### src/rtl/fetch_queue_ifu.sv
// Instruction fetch unit: credit-limited memory request issue, in-order response queue,
// and decode-stage redirect with drop accounting for stale in-flight responses.
module fetch_queue_ifu #(
   parameter int unsigned DEPTH    = 4,
   parameter logic [31:0] PC_START = 32'h0000_3000
) (
   input  logic        clk,
   input  logic        reset,
   input  logic        en,
   output logic        req_valid,
   input  logic        req_ready,
   output logic [31:0] req_addr,
   input  logic        rsp_valid,
   input  logic [31:0] rsp_data,
   output logic        out_valid,
   input  logic        out_ready,
   output logic [31:0] out_pc,
   output logic [31:0] out_pc4,
   output logic [31:0] out_pc8,
   output logic [31:0] out_instr,
   input  logic        redir_valid,
   input  logic [1:0]  npc_op,
   input  logic        branch,
   input  logic [15:0] imm16,
   input  logic [25:0] imm26,
   input  logic [31:0] reg_data,
   input  logic [31:0] base_pc
);

   localparam int unsigned PW = (DEPTH > 1) ? $clog2(DEPTH) : 1;
   localparam int unsigned CW = PW + 1;
   localparam logic [CW-1:0] One = CW'(1);

   logic [63:0]   fifo_q [DEPTH];
   logic [PW-1:0] wr_ptr_q, wr_ptr_d, rd_ptr_q, rd_ptr_d;
   logic [CW-1:0] count_q, count_d, outst_q, outst_d, drop_q, drop_d;
   logic [31:0]   fetch_pc_q, fetch_pc_d, rsp_pc_q, rsp_pc_d;
   logic [CW:0]   inflight;
   logic [31:0]   target;
   logic          fire, accept, push, pop;

   always_comb begin
      fire   = 1'b0;
      target = '0;
      if (redir_valid) begin
         unique case (npc_op)
            2'b01: begin
               fire   = branch;
               target = base_pc + {{14{imm16[15]}}, imm16, 2'b00};
            end
            2'b10: begin
               fire   = 1'b1;
               target = {base_pc[31:28], imm26, 2'b00};
            end
            2'b11: begin
               fire   = 1'b1;
               target = {reg_data[31:2], 2'b00};
            end
            default: ;
         endcase
      end
   end

   // Every queued entry and every in-flight request holds a slot, so a push never overflows.
   assign inflight  = {1'b0, count_q} + {1'b0, outst_q};
   assign req_valid = ~reset & en & ~fire & (inflight < (CW+1)'(DEPTH));
   assign req_addr  = fetch_pc_q;
   assign accept    = req_valid & req_ready;

   assign out_valid = ~reset & (count_q != '0);
   assign out_pc    = fifo_q[rd_ptr_q][63:32];
   assign out_instr = fifo_q[rd_ptr_q][31:0];
   assign out_pc4   = out_pc + 32'd4;
   assign out_pc8   = out_pc + 32'd8;

   assign push = rsp_valid & (drop_q == '0) & ~fire;
   assign pop  = out_valid & out_ready & ~fire;

   always_comb begin
      outst_d    = outst_q;
      drop_d     = drop_q;
      count_d    = count_q;
      wr_ptr_d   = wr_ptr_q;
      rd_ptr_d   = rd_ptr_q;
      fetch_pc_d = fetch_pc_q;
      rsp_pc_d   = rsp_pc_q;

      unique case ({accept, rsp_valid})
         2'b10:   outst_d = outst_q + One;
         2'b01:   outst_d = outst_q - One;
         default: outst_d = outst_q;
      endcase

      if (fire) begin
         count_d    = '0;
         wr_ptr_d   = '0;
         rd_ptr_d   = '0;
         fetch_pc_d = target;
         rsp_pc_d   = target;
         // Pending drops are a subset of outstanding; whatever is still in flight after
         // this cycle belongs to the old path and must be discarded.
         drop_d     = outst_d;
      end else begin
         if (accept) fetch_pc_d = fetch_pc_q + 32'd4;
         if (rsp_valid && drop_q != '0) drop_d = drop_q - One;
         if (push) begin
            wr_ptr_d = wr_ptr_q + 1'b1;
            rsp_pc_d = rsp_pc_q + 32'd4;
         end
         if (pop) rd_ptr_d = rd_ptr_q + 1'b1;
         if (push && !pop) count_d = count_q + One;
         else if (pop && !push) count_d = count_q - One;
      end
   end

   always_ff @(posedge clk) begin
      if (reset) begin
         count_q    <= '0;
         wr_ptr_q   <= '0;
         rd_ptr_q   <= '0;
         outst_q    <= '0;
         drop_q     <= '0;
         fetch_pc_q <= PC_START;
         rsp_pc_q   <= PC_START;
      end else begin
         count_q    <= count_d;
         wr_ptr_q   <= wr_ptr_d;
         rd_ptr_q   <= rd_ptr_d;
         outst_q    <= outst_d;
         drop_q     <= drop_d;
         fetch_pc_q <= fetch_pc_d;
         rsp_pc_q   <= rsp_pc_d;
      end
   end

   always_ff @(posedge clk) begin
      if (push) fifo_q[wr_ptr_q] <= {rsp_pc_q, rsp_data};
   end

endmodule

### config.mk
export PLATFORM = sky130hd
export DESIGN_NAME = fetch_queue_ifu
export DESIGN_NICKNAME = d
export VERILOG_FILES = /design/src/rtl/fetch_queue_ifu.sv
export SDC_FILE = /design/constraint.sdc
export NUM_CORES = 1
export LEC_CHECK = 0
export CAP_MARGIN = 20
export CORE_AREA = 3 3 178 215
export DETAILED_ROUTE_END_ITERATION = 8
export DIE_AREA = 0 0 181 218
export GPL_TIMING_DRIVEN = 0
export PLACE_DENSITY = 0.7
export RECOVER_POWER = 25
export SKIP_CTS_REPAIR_TIMING = 1
export SYNTH_ARGS = -nofsm -noshare
export SYNTH_HDL_FRONTEND = slang
export SYNTH_SLANG_ARGS = --single-unit
export TNS_END_PERCENT = 30
### constraint.sdc
create_clock -name clk -period 10.6 [get_ports clk]
set_clock_uncertainty 0.05 [all_clocks]
set_input_delay 3.18 -clock clk [delete_from_list [all_inputs] [get_ports clk]]
set_output_delay 3.18 -clock clk [all_outputs]
set_load 0.03 [all_outputs]
# [Yosys cells after proc, flatten, opt, wreduce, memory -nomap -nowiden]
# Memory sizes are Yosys's and may differ from the RTL's. A register that Yosys moved wholly into a read port is not among the register bits.
# Cells that the tools add are included.
[word_totals] regBits=77 input_bits=148 ramBits=256 mem_count=1 word_cells=69 output_inout_bits=162
[mem_list] memory="fifo_q" words=4 word_bits=64 read_ports=1 rd_clocked_by_memory_dff=1 write_ports=1 line="34" text="logic [63:0] fifo_q [DEPTH];"
[classes] add_sub_neg=13 reduce_logical=14 n_eq_ne=5 mux=17 n_bitwise=11 magnitude_cmp=1
[op_table] op="$mux W32" n=5
[op_table] op="$add A32 B3 Y32 const B" n=3
[op_table] op="$pmux W32 S3" n=1
[op_table] op="$add A32 B32 Y32" n=1
[op_table] op="$add A32 B4 Y32 const B" n=1
[op_table] op="$mux W3" n=4
[op_table] op="$and A1 B1 Y1" n=9
[op_table] op="$sub A3 B1 Y3 const B" n=3
[op_table] op="$reduce_bool A2 Y1" n=4
[op_table] op="$add A3 B1 Y3 const B" n=2
[op_table] op="$eq A2 B2 Y1 const B" n=3
[op_table] op="$pmux W3 S2" n=1
[op_table] op="$reduce_bool A3 Y1" n=2
[op_table] op="$add A2 B1 Y2 const B" n=2
[op_table] op="$add A3 B3 Y4" n=1
[op_table] op="$eq A2 B1 Y1 const B" n=2
[op_table] op="$lt A4 B3 Y1 const B" n=1
[op_table] op="$mux W2" n=2
[op_table] op="$reduce_or A2 Y1" n=2
[op_table] op="$logic_and A1 B1 Y1" n=3
[op_table] op="$logic_not A3 Y1" n=1
[op_table] op="$mux W1" n=3
[op_table] op="$logic_not A1 Y1" n=2
[op_table] op="$not A1 Y1" n=2
[op_table] op="$pmux W1 S2" n=1

# [Depth between registers and ports, before layout]
# Gate-level depths: netlist of the first run.
[logic_depth] depth_word=11 mapped_depth=15 depth_no_buf=13

# [Least setup slack after synthesis of the first run]
# OpenSTA, ideal clock, no wires.
[synth_path] kind="input-to-output" from="in npc_op[1]" to="out req_valid" t_arrival_ns=4.235 cell_stages=5 slack_ns=3.135 path_buffers=1 path_cell_list="buf_2 -> a21oi_1 -> nand2b_1 -> nand2_1 -> a311oi_2"
[synth_between] elab_chain_cells=7 elab_cells_between_ends=9 cone_classes="eq/ne (3); mux (2); bitwise (3); reduce/logical (1)"
[synth_lines] item="start, declared" line="22" text="input logic [1:0] npc_op,"
[synth_lines] item="$eq A2 B2 Y1" line="46" text="unique case (npc_op)"
[synth_lines] item="$reduce_or A2 Y1 (no line)"
[synth_lines] item="$pmux W1 S2 *" line="46"
[synth_lines] item="$mux W1 *" line="45" text="if (redir_valid) begin"
[synth_lines] item="$not A1 Y1 *" line="66" text="assign req_valid = ~reset & en & ~fire & (inflight < (CW+1)'(DEPTH));"
[synth_lines] item="$and A1 B1 Y1 * (2 in a row)" line="66"
[synth_lines] item="end, declared" line="10" text="output logic req_valid,"
# Every way passes the cells marked *; elsewhere a longest branch is shown, timed or not.

# [Final worst setup path of the first run]
[layout_path] from="in branch" to="out req_valid"
[layout_between] elab_chain_cells=5
[layout_lines] item="start, declared" line="23" text="input logic branch,"
[layout_lines] item="$pmux W1 S2" line="46"
[layout_lines] item="$mux W1" line="45"
[layout_lines] item="$not A1 Y1" line="66"
[layout_lines] item="$and A1 B1 Y1 (2 in a row)" line="66"
# Every way passes these cells.

==> impl_metrics.ini, run 1 <==
[status]
status = finished clean

[cts]
cts_tree = built
clock_sinks = 333
htreeDepth = 1
cts_max_path_buffers = 3
cts_made_buffers = 30
cts_root_buf = clkbuf_16
path_clk_slew_ns = 0.07
clkLatencyLatePin_ns = 0.56

[floorplanning]
initial_core_util_pct = 44.7
die-area_um2 = 39500
coreArea_um2 = 36500
ioPinCount = 310
die_w_um = 181
die_y_um = 218
row_count = 77

[grt]
gr-total-overflow = 0
grt_antenna_before_repair = 1
first_global_vias = 11900
grt_max_degree = 52
grt_use_total_pct = 22.1
grt_pass1_wl_um = 68200

[hold_path]
hold_path_end = wr_ptr_q[1]
min_path_cells = 2
hp-class = flip-flop to flip-flop
hp-start = wr_ptr_q[1]

[sta]
achievable-frequency_mhz = 116
setup_viol = 0
slew_viol_final = 0
setup_slack_ns = 1.96
fin_crit_ns = 8.64
fin_tns_setup_ns = 0
hold_ws_ns = 0.447
maxSlewHeadroom_pct = 31.4
hold_viol = 0
period_share_pct = 81.5
rsz0062_at_grt = false
worst_slew_pin_slew_ns = 1.01

[synthesis]
synth_edf_count = 256
synth_flop_cell = edfxtp_1
ys_types = 68
syn_area_um2 = 16300
synth-seq-area-share_pct = 56.6
synth.avg_cell_area_um2 = 12.8
async_reset_ff_share_pct = 0
synth_nets = 1466
ys_ff_latch = 333
netlist_instances = 1272
yosys_warnings = 0

[worst_setup_path]
r2r_start = count_q[2]
rr_worst_depth = 12
path_common_cell = clkdlybuf4s50_1
worstSetupPathType = input port to output port
critPathRequiredTime_ns = 7.37
critPathMaxStageDelay_ns = 0.76
crit_path_max_fanout = 4
rr_endpoint = drop_q[1]
arrival_ns = 5.41
critPathLaunchType = input port
crit_chain = clkdlybuf4s50_1 > a21oi_1 > nand2b_1 > nand2_1 > a311oi_2 > clkdlybuf4s50_1
path_buf_inv = 2
end_kind = output port
critical_path.top_delay_family = buffers and inverters
ff2ff_setup_slack_ns = 7.32
slowest_stage = clkdlybuf4s50_1

[finish]
fin_area_um2 = 21000
num_antenna_cells = 0
nets = 1807
fillCellCount = 2958
layout_common_cells = clkdlybuf4s50_1, edfxtp_1, nand2_1, nor2_1, dfxtp_1
drive_gt1_share_pct = 10.3
mostFrequentLayoutCell = clkdlybuf4s50_1
area_delta_synth_final_pct = 28.8

[power_and_ir_drop]
power.density_nw_per_um2 = 154
static-leakage-power_nw = 7.32
irDropWorstVdd_mv = 0.107

[place]
place_hpwl_um = 34500
pre_cts_slack_ns = 2.00
io_buffer_count = 305
gp_congestion = 0.885
place_area_um2 = 20100

[detailed_routing]
drc_errors = 0
ant_nets = 0
drt_first_pass_iters = 6
vias = 11800
wire_per_inst_um = 21.2
routed_wl_um = 44800
drtIter0Drc = 814
vias_per_cell = 5.58

[run]
drv_cap = 0
-- power by group --
group | leakage, nW | internal (mW) | switching [mW]
clock | 0.451 | 0.561 | 0.458
sequential | 3.00 | 1.47 | 0.0419
combinational | 3.87 | 0.305 | 0.410
total | 7.32 | 2.33 | 0.910
-- metal layers --
| metal | wire length, um | track usage (%) |
|---|---|---|
| met5 | 13 | 0 |
| met2 | 22400 | 39.4 |
| met3 | 3710 | 4.75 |
| met4 | 1010 | 6.12 |
| met1 | 17700 | 27.3 |
-- worst min-delay path, stage by stage, from the launching register on --
cell	delay, ns
dfxtp_1	0.34
nand2_1	0.06
a21oi_1	0.05
-- synth_stat cells, types with 4 or more instances --
master	instances	area, um^2
buf_4	11	82.6
o21bai_1	5	37.5
and2_1	13	81.3
and3_1	20	125
and4_1	7	61.3
nor3_1	21	105
buf_2	13	65.1
mux4_1	5	131
clkbuf_1	34	128
or3_1	4	25.0
nor4_1	6	37.5
nor2_2	4	25.0
o21a_1	5	37.5
a211o_1	5	43.8
edfxtp_1	256	7690
o21ai_0	37	185
buf_1	4	15.0
a21o_1	17	128
ha_1	43	538
a31oi_1	6	37.5
a211oi_1	28	210
a221oi_1	13	114
mux2i_1	11	110
inv_1	30	113
nand4_1	24	150
nor2b_1	7	43.8
mux2_2	9	101
dfxtp_1	77	1540
xor2_1	70	613
nand2_1	108	405
nor2_1	85	319
nand3_1	35	175
a21oi_1	76	380
mux4_2	59	1330
xnor2_1	64	561
-- cell type report --
class                   count  area, um^2  share of cell area (%)
flip-flops and latches    333        9230                    43.9
multi-input cells         843        6660                    31.7
repair buffers            309        3160                    15.1
clock buffers              37         798                    3.80
well taps                 474         593                    2.82
plain buffers              65         328                    1.56
clock inverters            19         129                   0.613
inverters                  31         116                   0.554
-- sequential cells by signal (all words and copies together), names as in the netlist, named ones only --
name,count
count_q,3
drop_q,3
fifo_q,256
outst_q,3
rd_ptr_q,2
req_addr,31
rsp_pc_q,31
wr_ptr_q,2
-- logic make-up (layout without fill, tap and decap cells) --
logic type / after synthesis / count (layout) / share of synthesized area (%)
compound gates: 229 / 229 / 9.15
mux: 84 / 84 / 10.2
flops: 333 / 333 / 56.6
buf+inv: 96 / 461 / 2.72
fa+ha+maj: 46 / 46 / 3.67
xor+xnor: 134 / 134 / 7.19
simple gates: 350 / 350 / 10.4
-- metrics by stage --
stage               util (%)  total power [mW]  std cells
floorplan                  -              1.95       1272
global placement        54.7              2.24       2051
detailed placement      55.0              2.26       2055
CTS                     57.6              3.27       2111
global route            57.6              3.37       2111
finish                  57.6              3.24       2111
-- how the worst max path moves through the flow --
stage               startpoint          end  slack, ns  cells after the start
floorplan            npc_op[1]    req_valid       3.13                      5
global placement        branch    req_valid       1.98                      6
detailed placement          en    req_valid       2.00                      4
CTS                  flip-flop  out_pc4[18]       1.96                     15
global route         flip-flop  out_pc4[18]       1.84                     15
finish                  branch    req_valid       1.96                      6
Note: power is estimated with default switching activity, not from simulation.
==> run 2: changes to the inputs <==
==> constraint.sdc (replaced) <==
create_clock -name clk -period 8 [get_ports clk]
set_clock_uncertainty 0.05 [all_clocks]
set_input_delay 2.4 -clock clk [delete_from_list [all_inputs] [get_ports clk]]
set_output_delay 2.4 -clock clk [all_outputs]
set_load 0.03 [all_outputs]
==> results of run 2 <==
The final DEF is identical to that of run 1. Status: finished clean.
Among the figures that moved: setup slack after placement 2.00 ns -> 0.732 ns; setup slack after layout 1.96 ns -> 0.294 ns; end point of the critical path req_valid -> out_pc4[18]; register-to-register setup slack 7.32 ns -> 4.72 ns; total power 3.24 mW -> 4.30 mW; worst IR drop on VDD 0.107 mV -> 0.141 mV
